### src/rtl/mips_pkg.sv
`default_nettype none
// ============================================================================
// Module : mips_pkg
// Brief  : Shared fetch-sequencer types and constants.
// Rev    : 1.0  initial release
// ============================================================================
package mips_pkg;

  typedef enum logic [1:0] {
    S_RST   = 2'd0,
    S_FETCH = 2'd1,
    S_HOLD  = 2'd2,
    S_DRAIN = 2'd3
  } fetch_state_t;

  localparam logic [31:0] DEF_RESET_VECTOR = 32'h0000_0000;
  localparam logic [31:0] DEF_EXC_VECTOR   = 32'h0000_0180;
  localparam logic [31:0] PC_INC           = 32'd4;

  // Sequential increment; wraps modulo 2^32 by construction.
  function automatic logic [31:0] pc_plus4(input logic [31:0] pc);
    return pc + PC_INC;
  endfunction

endpackage
`default_nettype wire

### src/rtl/pc_fetch_ctrl_if.sv
`default_nettype none
// ============================================================================
// Module : pc_fetch_ctrl_if
// Brief  : Instruction-memory req/ack fetch bus.
// Rev    : 1.0  initial release
// ============================================================================
interface pc_fetch_ctrl_if;
  logic        imem_req;
  logic [31:0] imem_addr;
  logic        imem_ack;
  logic [31:0] imem_rdata;

  modport master (
    output imem_req,
    output imem_addr,
    input  imem_ack,
    input  imem_rdata
  );

  modport slave (
    input  imem_req,
    input  imem_addr,
    output imem_ack,
    output imem_rdata
  );
endinterface
`default_nettype wire

### src/rtl/pc_redirect_sel.sv
`default_nettype none
// ============================================================================
// Module : pc_redirect_sel
// Brief  : Priority select of redirect target: exception > jump > branch.
// Rev    : 1.0  initial release
// ============================================================================
module pc_redirect_sel
  import mips_pkg::*;
#(
  parameter logic [31:0] EXC_VECTOR = DEF_EXC_VECTOR
) (
  input  logic        exc,
  input  logic        jump,
  input  logic        branch_taken,
  input  logic [31:0] jump_target,
  input  logic [31:0] branch_target,
  output logic        redirect,
  output logic [31:0] target
);

  always_comb begin
    redirect = exc | jump | branch_taken;
    target   = branch_target;
    if (exc) begin
      target = EXC_VECTOR;
    end else if (jump) begin
      target = jump_target;
    end
  end

endmodule
`default_nettype wire

### src/rtl/pc_fetch_ctrl.sv
`default_nettype none
// ============================================================================
// Module : pc_fetch_ctrl
// Brief  : PC fetch sequencer: next_pc generation, imem handshake, IF/ID hold
//          and branch/jump/exception redirect.
// Rev    : 1.0  initial release
// ============================================================================
module pc_fetch_ctrl
  import mips_pkg::*;
#(
  parameter logic [31:0] RESET_VECTOR = DEF_RESET_VECTOR,
  parameter logic [31:0] EXC_VECTOR   = DEF_EXC_VECTOR
) (
  input  logic                   clk,
  input  logic                   reset,
  input  logic [31:0]            cur_pc,
  output logic [31:0]            next_pc,
  pc_fetch_ctrl_if.master        imem,
  input  logic                   stall,
  input  logic                   branch_taken,
  input  logic [31:0]            branch_target,
  input  logic                   jump,
  input  logic [31:0]            jump_target,
  input  logic                   exc,
  output logic                   if_valid,
  output logic [31:0]            if_instr,
  output logic [31:0]            if_pc,
  output logic [31:0]            epc
);

  fetch_state_t r_state;
  logic         r_imem_req;
  logic [31:0]  r_drain_addr;
  logic         r_if_valid;
  logic [31:0]  r_if_instr;
  logic [31:0]  r_if_pc;
  logic [31:0]  r_epc;

  logic         w_redirect;
  logic [31:0]  w_target;
  logic         w_ack;

  pc_redirect_sel #(
    .EXC_VECTOR (EXC_VECTOR)
  ) u_redirect_sel (
    .exc           (exc),
    .jump          (jump),
    .branch_taken  (branch_taken),
    .jump_target   (jump_target),
    .branch_target (branch_target),
    .redirect      (w_redirect),
    .target        (w_target)
  );

  // An ack only counts while a request is actually outstanding.
  assign w_ack = r_imem_req & imem.imem_ack;

  // While draining, cur_pc already points at the redirect target, so the
  // abandoned request's address is replayed from a register.
  assign imem.imem_req  = r_imem_req;
  assign imem.imem_addr = (r_state == S_DRAIN) ? r_drain_addr : cur_pc;

  assign if_valid = r_if_valid;
  assign if_instr = r_if_instr;
  assign if_pc    = r_if_pc;
  assign epc      = r_epc;

  always_comb begin
    next_pc = cur_pc;
    if (reset || (r_state == S_RST)) begin
      next_pc = RESET_VECTOR;
    end else if (w_redirect) begin
      next_pc = w_target;
    end else if ((r_state == S_FETCH) && w_ack) begin
      next_pc = pc_plus4(cur_pc);
    end
  end

  always_ff @(posedge clk) begin
    if (reset) begin
      r_state      <= S_RST;
      r_imem_req   <= 1'b0;
      r_drain_addr <= 32'd0;
      r_if_valid   <= 1'b0;
      r_if_instr   <= 32'd0;
      r_if_pc      <= 32'd0;
      r_epc        <= 32'd0;
    end else begin
      if (exc && (r_state != S_RST)) begin
        r_epc <= r_if_pc;
      end
      case (r_state)
        S_RST: begin
          r_state    <= S_FETCH;
          r_imem_req <= 1'b1;
        end
        S_FETCH: begin
          if (w_redirect) begin
            if (!w_ack) begin
              r_state      <= S_DRAIN;
              r_drain_addr <= cur_pc;
            end
          end else if (w_ack) begin
            r_if_instr <= imem.imem_rdata;
            r_if_pc    <= cur_pc;
            r_if_valid <= 1'b1;
            r_imem_req <= 1'b0;
            r_state    <= S_HOLD;
          end
        end
        S_DRAIN: begin
          if (w_ack) begin
            r_state <= S_FETCH;
          end
        end
        S_HOLD: begin
          if (w_redirect || !stall) begin
            r_if_valid <= 1'b0;
            r_imem_req <= 1'b1;
            r_state    <= S_FETCH;
          end
        end
        default: begin
          r_state    <= S_RST;
          r_imem_req <= 1'b0;
        end
      endcase
    end
  end

  a_ack_needs_req : assert property (@(posedge clk) disable iff (reset)
    imem.imem_ack |-> r_imem_req);

  a_addr_stable : assert property (@(posedge clk) disable iff (reset)
    (r_imem_req && !imem.imem_ack) |=> $stable(imem.imem_addr));

endmodule
`default_nettype wire
### src/flat_wrapper.sv
// flat-port wrapper written by rule: the top's interface ports become plain ports
module pc_fetch_ctrl_flat import mips_pkg::*;
#(
  parameter logic [31:0] RESET_VECTOR = DEF_RESET_VECTOR,
  parameter logic [31:0] EXC_VECTOR   = DEF_EXC_VECTOR
)
  (clk, reset, cur_pc, next_pc, stall, branch_taken, branch_target, jump, jump_target, exc, if_valid, if_instr, if_pc, epc, imem_imem_req, imem_imem_addr, imem_imem_ack, imem_imem_rdata);
  pc_fetch_ctrl_if imem_i ();
  input  logic clk;
  input  logic reset;
  input  logic [31:0] cur_pc;
  output logic [31:0] next_pc;
  input  logic stall;
  input  logic branch_taken;
  input  logic [31:0] branch_target;
  input  logic jump;
  input  logic [31:0] jump_target;
  input  logic exc;
  output logic if_valid;
  output logic [31:0] if_instr;
  output logic [31:0] if_pc;
  output logic [31:0] epc;
  output wire logic [$bits(imem_i.imem_req)-1:0] imem_imem_req;
  output wire logic [$bits(imem_i.imem_addr)-1:0] imem_imem_addr;
  input wire logic [$bits(imem_i.imem_ack)-1:0] imem_imem_ack;
  input wire logic [$bits(imem_i.imem_rdata)-1:0] imem_imem_rdata;
  assign imem_imem_req = imem_i.imem_req;
  assign imem_imem_addr = imem_i.imem_addr;
  assign imem_i.imem_ack = imem_imem_ack;
  assign imem_i.imem_rdata = imem_imem_rdata;
  pc_fetch_ctrl #(.RESET_VECTOR(RESET_VECTOR), .EXC_VECTOR(EXC_VECTOR)) u_core (.clk(clk), .reset(reset), .cur_pc(cur_pc), .next_pc(next_pc), .imem(imem_i), .stall(stall), .branch_taken(branch_taken), .branch_target(branch_target), .jump(jump), .jump_target(jump_target), .exc(exc), .if_valid(if_valid), .if_instr(if_instr), .if_pc(if_pc), .epc(epc));
endmodule
### config.mk
export PLATFORM = sky130hd
export DESIGN_NAME = pc_fetch_ctrl_flat
export DESIGN_NICKNAME = d
export VERILOG_FILES = /design/src/rtl/mips_pkg.sv /design/src/rtl/pc_fetch_ctrl_if.sv /design/src/rtl/pc_redirect_sel.sv /design/src/rtl/pc_fetch_ctrl.sv /design/src/flat_wrapper.sv
export SDC_FILE = /design/constraint.sdc
export NUM_CORES = 1
export LEC_CHECK = 0
export CAP_MARGIN = 20
export CORE_ASPECT_RATIO = 0.8
export CORE_MARGIN = 3
export CORE_UTILIZATION = 45
export CTS_CLUSTER_DIAMETER = 100
export DETAILED_ROUTE_END_ITERATION = 8
export GPL_TIMING_DRIVEN = 0
export PLACE_DENSITY_LB_ADDON = 0.15
export SLEW_MARGIN = 20
export SYNTH_ARGS = -nofsm -noshare
export SYNTH_HDL_FRONTEND = slang
export SYNTH_SLANG_ARGS = --single-unit
### constraint.sdc
create_clock -name clk -period 4.8 [get_ports clk]
set_clock_uncertainty 0.1 [all_clocks]
set_input_delay 0.96 -clock clk [delete_from_list [all_inputs] [get_ports clk]]
set_output_delay 0.96 -clock clk [all_outputs]
set_load 0.05 [all_outputs]
==> results.toml, run 1 <==
[run_status]
status = "completed"

[setup_path]
crit_top_cell = "clkdlybuf4s50_1"
endpoint_kind = "output pin"
worstSetupStartpointType = "input port"
required_ns = 3.74
worst_ep_arrival_time_ns = 3.59
critical-path-max-stage-delay_ns = 0.74
worstPathMaxFanout = 10
crit_chain = "clkdlybuf4s50_1, nor3_2, clkbuf_1, buf_1, a21oi_1, clkdlybuf4s50_1"
crit_type = "in -> out"
crit_slowest_cell = "clkdlybuf4s50_1"

[layout]
area_growth_pct = 59.0
nNetsFinal = 1255
nFillCells = 1050
design_area_mm2 = 0.00997
drive_gt1_share_pct = 9.45
diodes = 0
final_cells = 1307

[drt]
via_per_inst = 5.38
vias = 7035
avgRoutedWirePerCell_um = 18.0
drt-pass1-iter-count = 5
ant_nets = 0
initialDrtViolationCount = 385
wl_um = 23500
route.detailed.drc = 0

[global_route]
grt_pass1_vias = 6802
antenna_found_initial = 0
grt.total_usage_pct = 29.7
grt-ovfl-total = 0
grt_start_max_net_pins = 17
grt_pass1_wl_um = 36100

[power_and_ir_drop]
p_leak_nw = 3.56
p_clk_share_pct = 43.8
ir_drop_mv = 0.258
seqPwrFrac_pct = 37.8
swShare_pct = 28.9
power.density_mw_per_mm2 = 299
cell_internal_pwr_mw = 2.12
comb_power_share_pct = 18.3
p_sw_uw = 861

[place]
hpwl_um = 17700
place_inst = 1275
globalplace.congestion = 0.901
place_area_mm2 = 0.00936
portBuffers = 287

[clocking]
insertion_delay_ns = 0.41
cts.clk_slew.worst_paths_ns = 0.06
post_cts_buffers = 0
cts_tree = "built"
cts.sinks = 132
root_buffer = "clkbuf_16"
htree_levels = 4
clock_path_buffers = 2
cts_buffers = 17

[floorplanning]
start_util_pct = 47.3
die_x_um = 138
rows = 37
ios = 297
coreArea_mm2 = 0.0132
die_h_um = 112
die_area_mm2 = 0.0154

[synth]
yosys.area_share.xor_xnor_pct = 3.77
synth_top_cell_area_share_pct = 42.2
synth_ff_type = "dfxtp_1"
synth_edf_count = 0
seq_area_frac_synth_pct = 42.2
synth_top_family_by_area = "simple AND/OR/NAND/NOR gates"
yosys.area.top_type = "dfxtp_1"
synthTopCellsByArea = "dfxtp_1 42%, nand2_1 17%, a21oi_1 13%, mux2_2 5.7%, o221ai_1 3.5%"
yosys.cell_count.top_type = "nand2_1"
yosys_warnings = 0
synth-simple-area-share_pct = 23.8
synth_fp_nets = 949
synthCells = 813
synthesis.area_mm2 = 0.00627
yosys_register_bits = 132
syn_avg_cell_area_um2 = 7.71
synth_common_cells = "277 x nand2_1, 157 x a21oi_1, 132 x dfxtp_1"
synthAdderAreaFrac_pct = 0.200
synth-compound-area-share_pct = 18.4
synthMuxAreaShare_pct = 6.07
synth_cell_types = 48
async_reset_ff_share_pct = 0

[sta]
hold_violations = 0
min_period_ns = 4.65
setup_viol = 0
worst_slew_pin_slew_ns = 0.671
relSlewSlack_pct = 55.2
maxSlewViolCount = 0
period_share_pct = 97.0
max_freq_ghz = 0.215
rsz0062_at_grt = "no"

[job]
cap_violations = 0

[hold_path]
worstHoldPathType = "reg -> reg"
## area by class of cell
cell class	instances	area, um2	share of cell area (%)
clock inverters	13	150	1.51
flip-flops and latches	132	2640	26.5
inverters	6	22.5	0.226
repair buffers	287	2890	28.9
multi-input cells	606	3280	32.9
clock buffers	19	443	4.44
plain buffers	69	329	3.30
well taps	175	219	2.20
## through the flow
stage | hold WS [ns] | power, mW | setup WS, ns | setup TNS, ns | util, %
after floorplan | 0.334 | 1.44 | 0.654 | 0 | -
final | 0.350 | 2.99 | 0.146 | 0 | 75.3
after CTS | 0.354 | 2.98 | 0.00731 | 0 | 75.1
after global routing | 0.364 | 3.06 | 0.00545 | 0 | 75.3
after detailed placement | 0.346 | 1.69 | -0.0969 | -0.140 | 70.7
after global placement | 0.341 | 1.69 | -0.0803 | -0.0895 | 70.7
## power by group through the flow
stage                     combinational (mW)  sequential, mW  clock, mW
final                                  0.547            1.13       1.31
after global routing                   0.577            1.13       1.35
after CTS                              0.544            1.13       1.31
after detailed placement               0.542            1.15          0
after global placement                 0.538            1.15          0
after floorplan                        0.282            1.16          0
## registers in the layout (all words and copies together), names as in the netlist
register,cells
u_core.epc,32
u_core.if_instr,32
u_core.if_pc,32
u_core.if_valid,1
u_core.imem.imem_req,1
u_core.r_drain_addr,32
u_core.r_state,2
## path summary, 6_finish.rpt
| path | start | to | slack [ns] | depth (start not counted) |
|---|---|---|---|---|
| max reg2reg | u_core.r_state[0] | u_core.if_pc[19] | 2.65 | 7 |
| max | exc | next_pc[17] | 0.15 | 6 |
| min | u_core.r_drain_addr[11] | u_core.r_drain_addr[11] | 0.35 | 2 |
| min reg2reg | u_core.r_drain_addr[11] | u_core.r_drain_addr[11] | 0.35 | 2 |
## kinds of logic after synthesis
group	count (synthesis)
adder cells (fa/ha/maj)	1
flip-flops	132
multiplexers	34
buffers and inverters	75
XOR/XNOR	27
AO/OA/AOI/OAI	202
AND/OR/NAND/NOR	342
## critical path, delay by kind of cell
kind	cells	cell delay, ns
simple gates	1	0.33
buf+inv	4	2.16
compound gates	1	0.14
## layer usage
| layer | GRT usage (%) | part of all wire (%) | vias up |
|---|---|---|---|
| met2 | 48.3 | 47 | 329 |
| met4 | 8.49 | 1.9 | 0 |
| met3 | 9.89 | 9.6 | 40 |
| li1 | - | - | 3387 |
| met1 | 37.4 | 41 | 3279 |
| met5 | 0 | 0 | - |
## timing repair
item                       4_1_cts  5_1_grt
setup endpoints to repair        6       14
gates cloned                     0        0
resized for setup                6       11
hold endpoints to repair         0        0
hold buffers                     0        0
## cell usage in the layout (no fill, tap or decap), drive strengths merged, types with 5 or more instances in the layout
| cell | synthesis | routed |
|---|---|---|
| clkdlybuf4s50 | 0 | 273 |
| and4 | 5 | 5 |
| o221ai | 25 | 25 |
| and3 | 6 | 6 |
| nor3 | 11 | 11 |
| inv | 6 | 10 |
| nand4 | 7 | 7 |
| mux2 | 32 | 32 |
| nand2 | 277 | 277 |
| dlymetal6s2s | 0 | 8 |
| xnor2 | 13 | 13 |
| xor2 | 14 | 14 |
| dfxtp | 132 | 132 |
| a21oi | 157 | 157 |
| buf | 31 | 31 |
| nand3 | 12 | 12 |
| nor2 | 14 | 14 |
| clkbuf | 38 | 57 |
| dlygate4sd2 | 0 | 6 |
Power figures use the tool's default switching activity.
==> inputs of run 2 (changes only) <==
Settings changed: CORE_UTILIZATION 45 to 46, CTS_BUF_LIST from default to sky130_fd_sc_hd__clkbuf_4 sky130_fd_sc_hd__clkbuf_8.
==> results.toml, run 2 (same netlist as run 1, synthesis figures left out) <==
[setup_path]
crit-reg2reg-launch = "u_core.r_state[0]"
cpLargestDelayFamily = "buffers and inverters"
required_ns = 3.74
worst_r2r_endpoint = "u_core.if_pc[17]"
crit_type = "in -> out"
critical-path-max-stage-delay_ns = 0.84
worst_ep_arrival_time_ns = 3.66
endpoint_kind = "output pin"
worstSetupStartpointType = "input port"
ff2ff_path_depth = 7
r2r_slack_ns = 2.63
critPathBufInv = 3
crit_chain = "clkdlybuf4s50_1, ha_1, and3_1, and3_1, buf_2, nor2_1, nor2_1, nor3_1, clkdlybuf4s50_1"
worstPathMaxFanout = 8
crit_slowest_cell = "clkdlybuf4s50_1"

[layout]
layout_commonest_cell = "nand2_1"
nNetsFinal = 1255
utilization_pct = 74.7
design_area_mm2 = 0.00979
layout_common_cells = "277 x nand2_1, 275 x clkdlybuf4s50_1, 157 x a21oi_1"
nFillCells = 1051
area_growth_pct = 56.2
drive_gt1_share_pct = 9.46
final_cells = 1306
diodes = 0

[drt]
via_per_inst = 5.43
wl_um = 23800
wl_met3_um = 2360
wl_met1_um = 9660
route.detailed.drc = 0
initialDrtViolationCount = 487
vias = 7096
ant_nets = 0
drt-pass1-iter-count = 6
avgRoutedWirePerCell_um = 18.2
met2_wirelength_um = 11300
top_layer_used = "met4"

[sta]
worst_slew_pin_slew_ns = 0.728
relSlewSlack_pct = 51.5
hold_violations = 0
min_period_ns = 4.72
maxSlewViolCount = 0
rsz0062_at_grt = "no"
period_share_pct = 98.3
max_freq_ghz = 0.212
setup_viol = 0

[power_and_ir_drop]
swShare_pct = 30.6
comb_power_share_pct = 20.5
cell_internal_pwr_mw = 1.86
p_clk_share_pct = 37.5
power.density_mw_per_mm2 = 274
p_sw_uw = 821
seqPwrFrac_pct = 42.0
p_leak_nw = 3.47
ir_drop_mv = 0.196

[clocking]
post_cts_buffers = 0
cts_tree = "built"
cts.clk_slew.worst_paths_ns = 0.07
insertion_delay_ns = 0.44
htree_levels = 4
cts_buffers = 17
root_buffer = "clkbuf_8"
clock_path_buffers = 2
cts.sinks = 132

[hold_path]
holdPathStages = 2
min_from = "u_core.if_instr[3]"
worstHoldPathType = "reg -> reg"
min_to = "u_core.if_instr[3]"

[global_route]
grt.total_usage_pct = 30.6
grt_start_max_net_pins = 17
grt-ovfl-total = 0
grt_pass1_vias = 6813
grt_pass1_wl_um = 36500
antenna_found_initial = 0

[floorplanning]
ios = 297
start_util_pct = 47.8
die_x_um = 137
coreArea_mm2 = 0.0131
die_h_um = 110
rows = 37
die_area_mm2 = 0.0151

[place]
portBuffers = 287
place_inst = 1275
globalplace.congestion = 0.898
hpwl_um = 17700
place_area_mm2 = 0.00936

[job]
cap_violations = 0

[run_status]
status = "completed"
run 2: tightest hold or removal path: stages, from the launching register on:
cell     delay (ns)
dfxtp_1        0.31
nand2_1        0.05
a21oi_1        0.05
run 2: final cells by class:
type	count	area (um2)	area share, %
buffer	69	329	3.36
clock buffer	18	241	2.47
clock inverter	13	174	1.78
inverter	6	22.5	0.230
multi-input combinational	606	3280	33.5
sequential	132	2640	27.0
tap	175	219	2.24
timing repair buffer	287	2880	29.5
run 2: per-stage QoR:
step                hold slack (ns)  power, mW  setup WS [ns]  TNS [ns]
global placement              0.340       1.69        -0.0796   -0.0797
finish                        0.357       2.68         0.0832         0
detailed placement            0.344       1.70        -0.0925    -0.140
floorplan                     0.334       1.44          0.654         0
global route                  0.372       2.76         0.0198         0
CTS                           0.354       2.68        0.00206         0
run 2: worst max path at each step:
stage	endpoint	slack, ns	cells after the start	start
floorplan	next_pc[8]	0.65	7	cur_pc[2]
global placement	next_pc[8]	-0.08	9	cur_pc[2]
detailed placement	next_pc[8]	-0.09	9	cur_pc[2]
CTS	next_pc[18]	0.002	9	cur_pc[2]
global route	next_pc[6]	0.02	9	cur_pc[2]
finish	next_pc[6]	0.08	9	cur_pc[2]
run 2: power groups by stage:
| stage | clock (mW) | combinational, mW | sequential, mW |
|---|---|---|---|
| 3_3_place_gp | 0 | 0.539 | 1.15 |
| 5_1_grt | 1.06 | 0.577 | 1.13 |
| 6_report | 1.00 | 0.549 | 1.13 |
| 2_1_floorplan | 0 | 0.282 | 1.16 |
| 3_5_place_dp | 0 | 0.543 | 1.15 |
| 4_1_cts | 1.01 | 0.544 | 1.13 |
run 2: what timing repair did:
| item | CTS | global route |
|---|---|---|
| gates resized for setup | 5 | 10 |
| hold endpoints to repair | 0 | 0 |
| endpoints found under the setup margin | 5 | 13 |
| hold buffers | 0 | 0 |
run 2: routing by layer:
metal / vias to the layer above / global-route usage (%)
met5: - / 0
met4: 0 / 8.87
met3: 37 / 9.79
met2: 334 / 49.3
met1: 3344 / 39.1
li1: 3381 / -
==> inputs of run 3 (changes only) <==
Settings changed: CAP_MARGIN 20 to default.
==> results of run 3 <==
The final DEF is identical to that of run 2; final timing and power are the same.
==> RTL change (config.mk and constraints of run 3) <==
The 4 states of `fetch_state_t` get a Gray code encoding in 2 bits.
--- a/src/rtl/mips_pkg.sv
+++ b/src/rtl/mips_pkg.sv
@@ -7,10 +7,10 @@
 package mips_pkg;
 
   typedef enum logic [1:0] {
-    S_RST   = 2'd0,
-    S_FETCH = 2'd1,
-    S_HOLD  = 2'd2,
-    S_DRAIN = 2'd3
+    S_RST   = 2'b00,
+    S_FETCH = 2'b01,
+    S_HOLD  = 2'b11,
+    S_DRAIN = 2'b10
   } fetch_state_t;
 
   localparam logic [31:0] DEF_RESET_VECTOR = 32'h0000_0000;
Behaviour: same outputs for any inputs over 4 cycles, from zero or initial values and one cycle with reset high; so few cycles prove little.
==> RTL change against run 3 <==
- sequential cell count unchanged
- synthesized area down 0.42%
- power up 0.33%
- final cell count up 0.46%
- via count up 0.86%
- register-to-register slack worse by 0.08 ns
- design area down 0.22%
- non-clock buffer count up 4
- sequential share of layout area up 0.059 points
- wire length down 1.4%
- first-iteration DRC count down 4.9%
- critical path type unchanged
- worst setup slack worse by 0.026 ns
- critical path depth down 2
==> RTL change: results (changes against run 3) <==
htree_num_levels: 4  # unchanged
antenna_cells: 0  # unchanged
peakVddDrop_mv: 0.1954  # about the same
yosys-top-cells-count: "nand2_1, a21oi_1, dfxtp_1, clkbuf_1, mux2_2"
clk_latency_ns: 0.43
root_buffer: "clkbuf_8"
worst_hold_path_type: "reg -> reg"
grt_pass1_vias: 6623  # -2.8%
yosys_warnings: 0  # unchanged
placed_cell_area_um2: 9334  # -0.28%
yosys.cell_types.count: 47  # -2.1%
grt_use_total_pct: 29.68  # -0.91 points
synth_xor_area_share_pct: 3.508  # -0.26 points
grt-ovfl-total: 0  # unchanged
seqPwrFrac_pct: 42.5  # +0.5 points
synth_compound_gate_area_share_pct: 18.16  # -0.28 points
power.density_nw_per_um2: 275.4  # +0.55%
critPathArrivalTime_ns: 3.68  # +0.02 ns
drt_pass1_iterations: 6  # unchanged
portBuffers: 287  # unchanged
wl_met2_um: 11210  # -0.65%
p_int_mw: 1.776  # -4.6%
nNetsFinal: 1260  # +0.40%
cellLeakagePower_nw: 3.506  # +1.2%
synthAdderAreaFrac_pct: 0.2004  # +0.00084 points
worst-path-max-fanout: 11  # +3
dr_wl_met3_um: 2284  # -3.1%
numCtsBuffers: 17  # unchanged
postRouteAntennaNets: 0  # unchanged
m1WireLength_um: 9536  # -1.2%
synth_mux_area_share_pct: 6.254  # +0.19 points
ys_seq_area_share_pct: 42.33  # +0.18 points
drive_gt1_share_pct: 8.443  # -1.0 points
p_clk_share_pct: 32.0  # -5.5 points
grt_pass1_wl_um: 34580  # -5.3%
synth_nets: 949  # unchanged
synth-async-reset-ratio_pct: 0  # unchanged
cts_buffer_depth: 2  # unchanged
maxSlewHeadroom_pct: 47.05  # -4.4 points
highest_layer: "met4"
status: "finished, final reports clean"
vias: 7157  # +0.86%
dr.first_iter.drc_count: 463  # -4.9%
antenna_found_initial: 0  # unchanged
gp_congestion: 0.8553  # -4.7%
wirelength_um: 23470  # -1.4%
pre_cts_ws_ns: -0.4782  # -0.3858 ns
ys.flop_type: "dfxtp_1"
grt_max_degree: 17  # unchanged
clk_pin_slew_ns: 0.08
dp_hpwl_um: 17920  # +0.94%
synthTopCellsByArea: "dfxtp_1, nand2_1, a21oi_1, mux2_2, o221ai_1"
-- RTL change: worst paths after layout --
kind	slack [ns]	start	cells past startpoint	endpoint
max	0.06	jump	7	next_pc[22]
min	0.35	u_core.if_instr[30]	2	u_core.if_instr[30]
max reg2reg	2.55	u_core.r_state[1]	6	u_core.if_pc[22]
min reg2reg	0.35	u_core.if_instr[30]	2	u_core.if_instr[30]
-- RTL change: worst max-delay path: stages --
cell             delay (ns)
clkdlybuf4s50_1        0.64
inv_1                  0.22
buf_2                  0.29
clkbuf_1               0.41
o221ai_1               0.19
a21oi_1                0.15
clkdlybuf4s50_1        0.82
-- RTL change: per-layer routing --
metal  GRT usage [%]  vias up
li1                -     3398
met1           37.93     3369
met2           49.79      353
met3           7.759       37
met4           8.561        0
met5               0        -
-- RTL change: logic make-up after synthesis --
family	after synthesis
and+or+nand+nor	349
AOI/OAI and AO/OA	202
DFF	132
buffers and inverters	69
muxes	35
xor gates and xnor gates	25
adders and majority gates	1
-- RTL change: stage by stage --
stage / std cells / util (%) / hold slack [ns]
after floorplan: 813 / - / 0.3329
after global placement: 1275 / 71.50 / 0.3390
after detailed placement: 1275 / 71.50 / 0.3431
after CTS: 1309 / 74.38 / 0.3550
after global routing: 1312 / 74.83 / 0.3702
final: 1312 / 74.83 / 0.3540
-- RTL change: what timing repair did --
item | 4_1_cts | 5_1_grt
pin swaps | 1 | 1
resized for setup | 22 | 8
setup endpoints to repair | 24 | 14
buffers inserted | 2 | 4
-- RTL change: final cells by class --
cell class | instances | area [um^2]
sequential | 132 | 2643
inverter | 1 | 3.754
timing repair buffer | 293 | 2933
clock inverter | 12 | 100.1
fill | 1093 | 3286
multi-input combinational | 612 | 3299
clock buffer | 20 | 262.8
tap | 175 | 219.0
buffer | 67 | 309.0
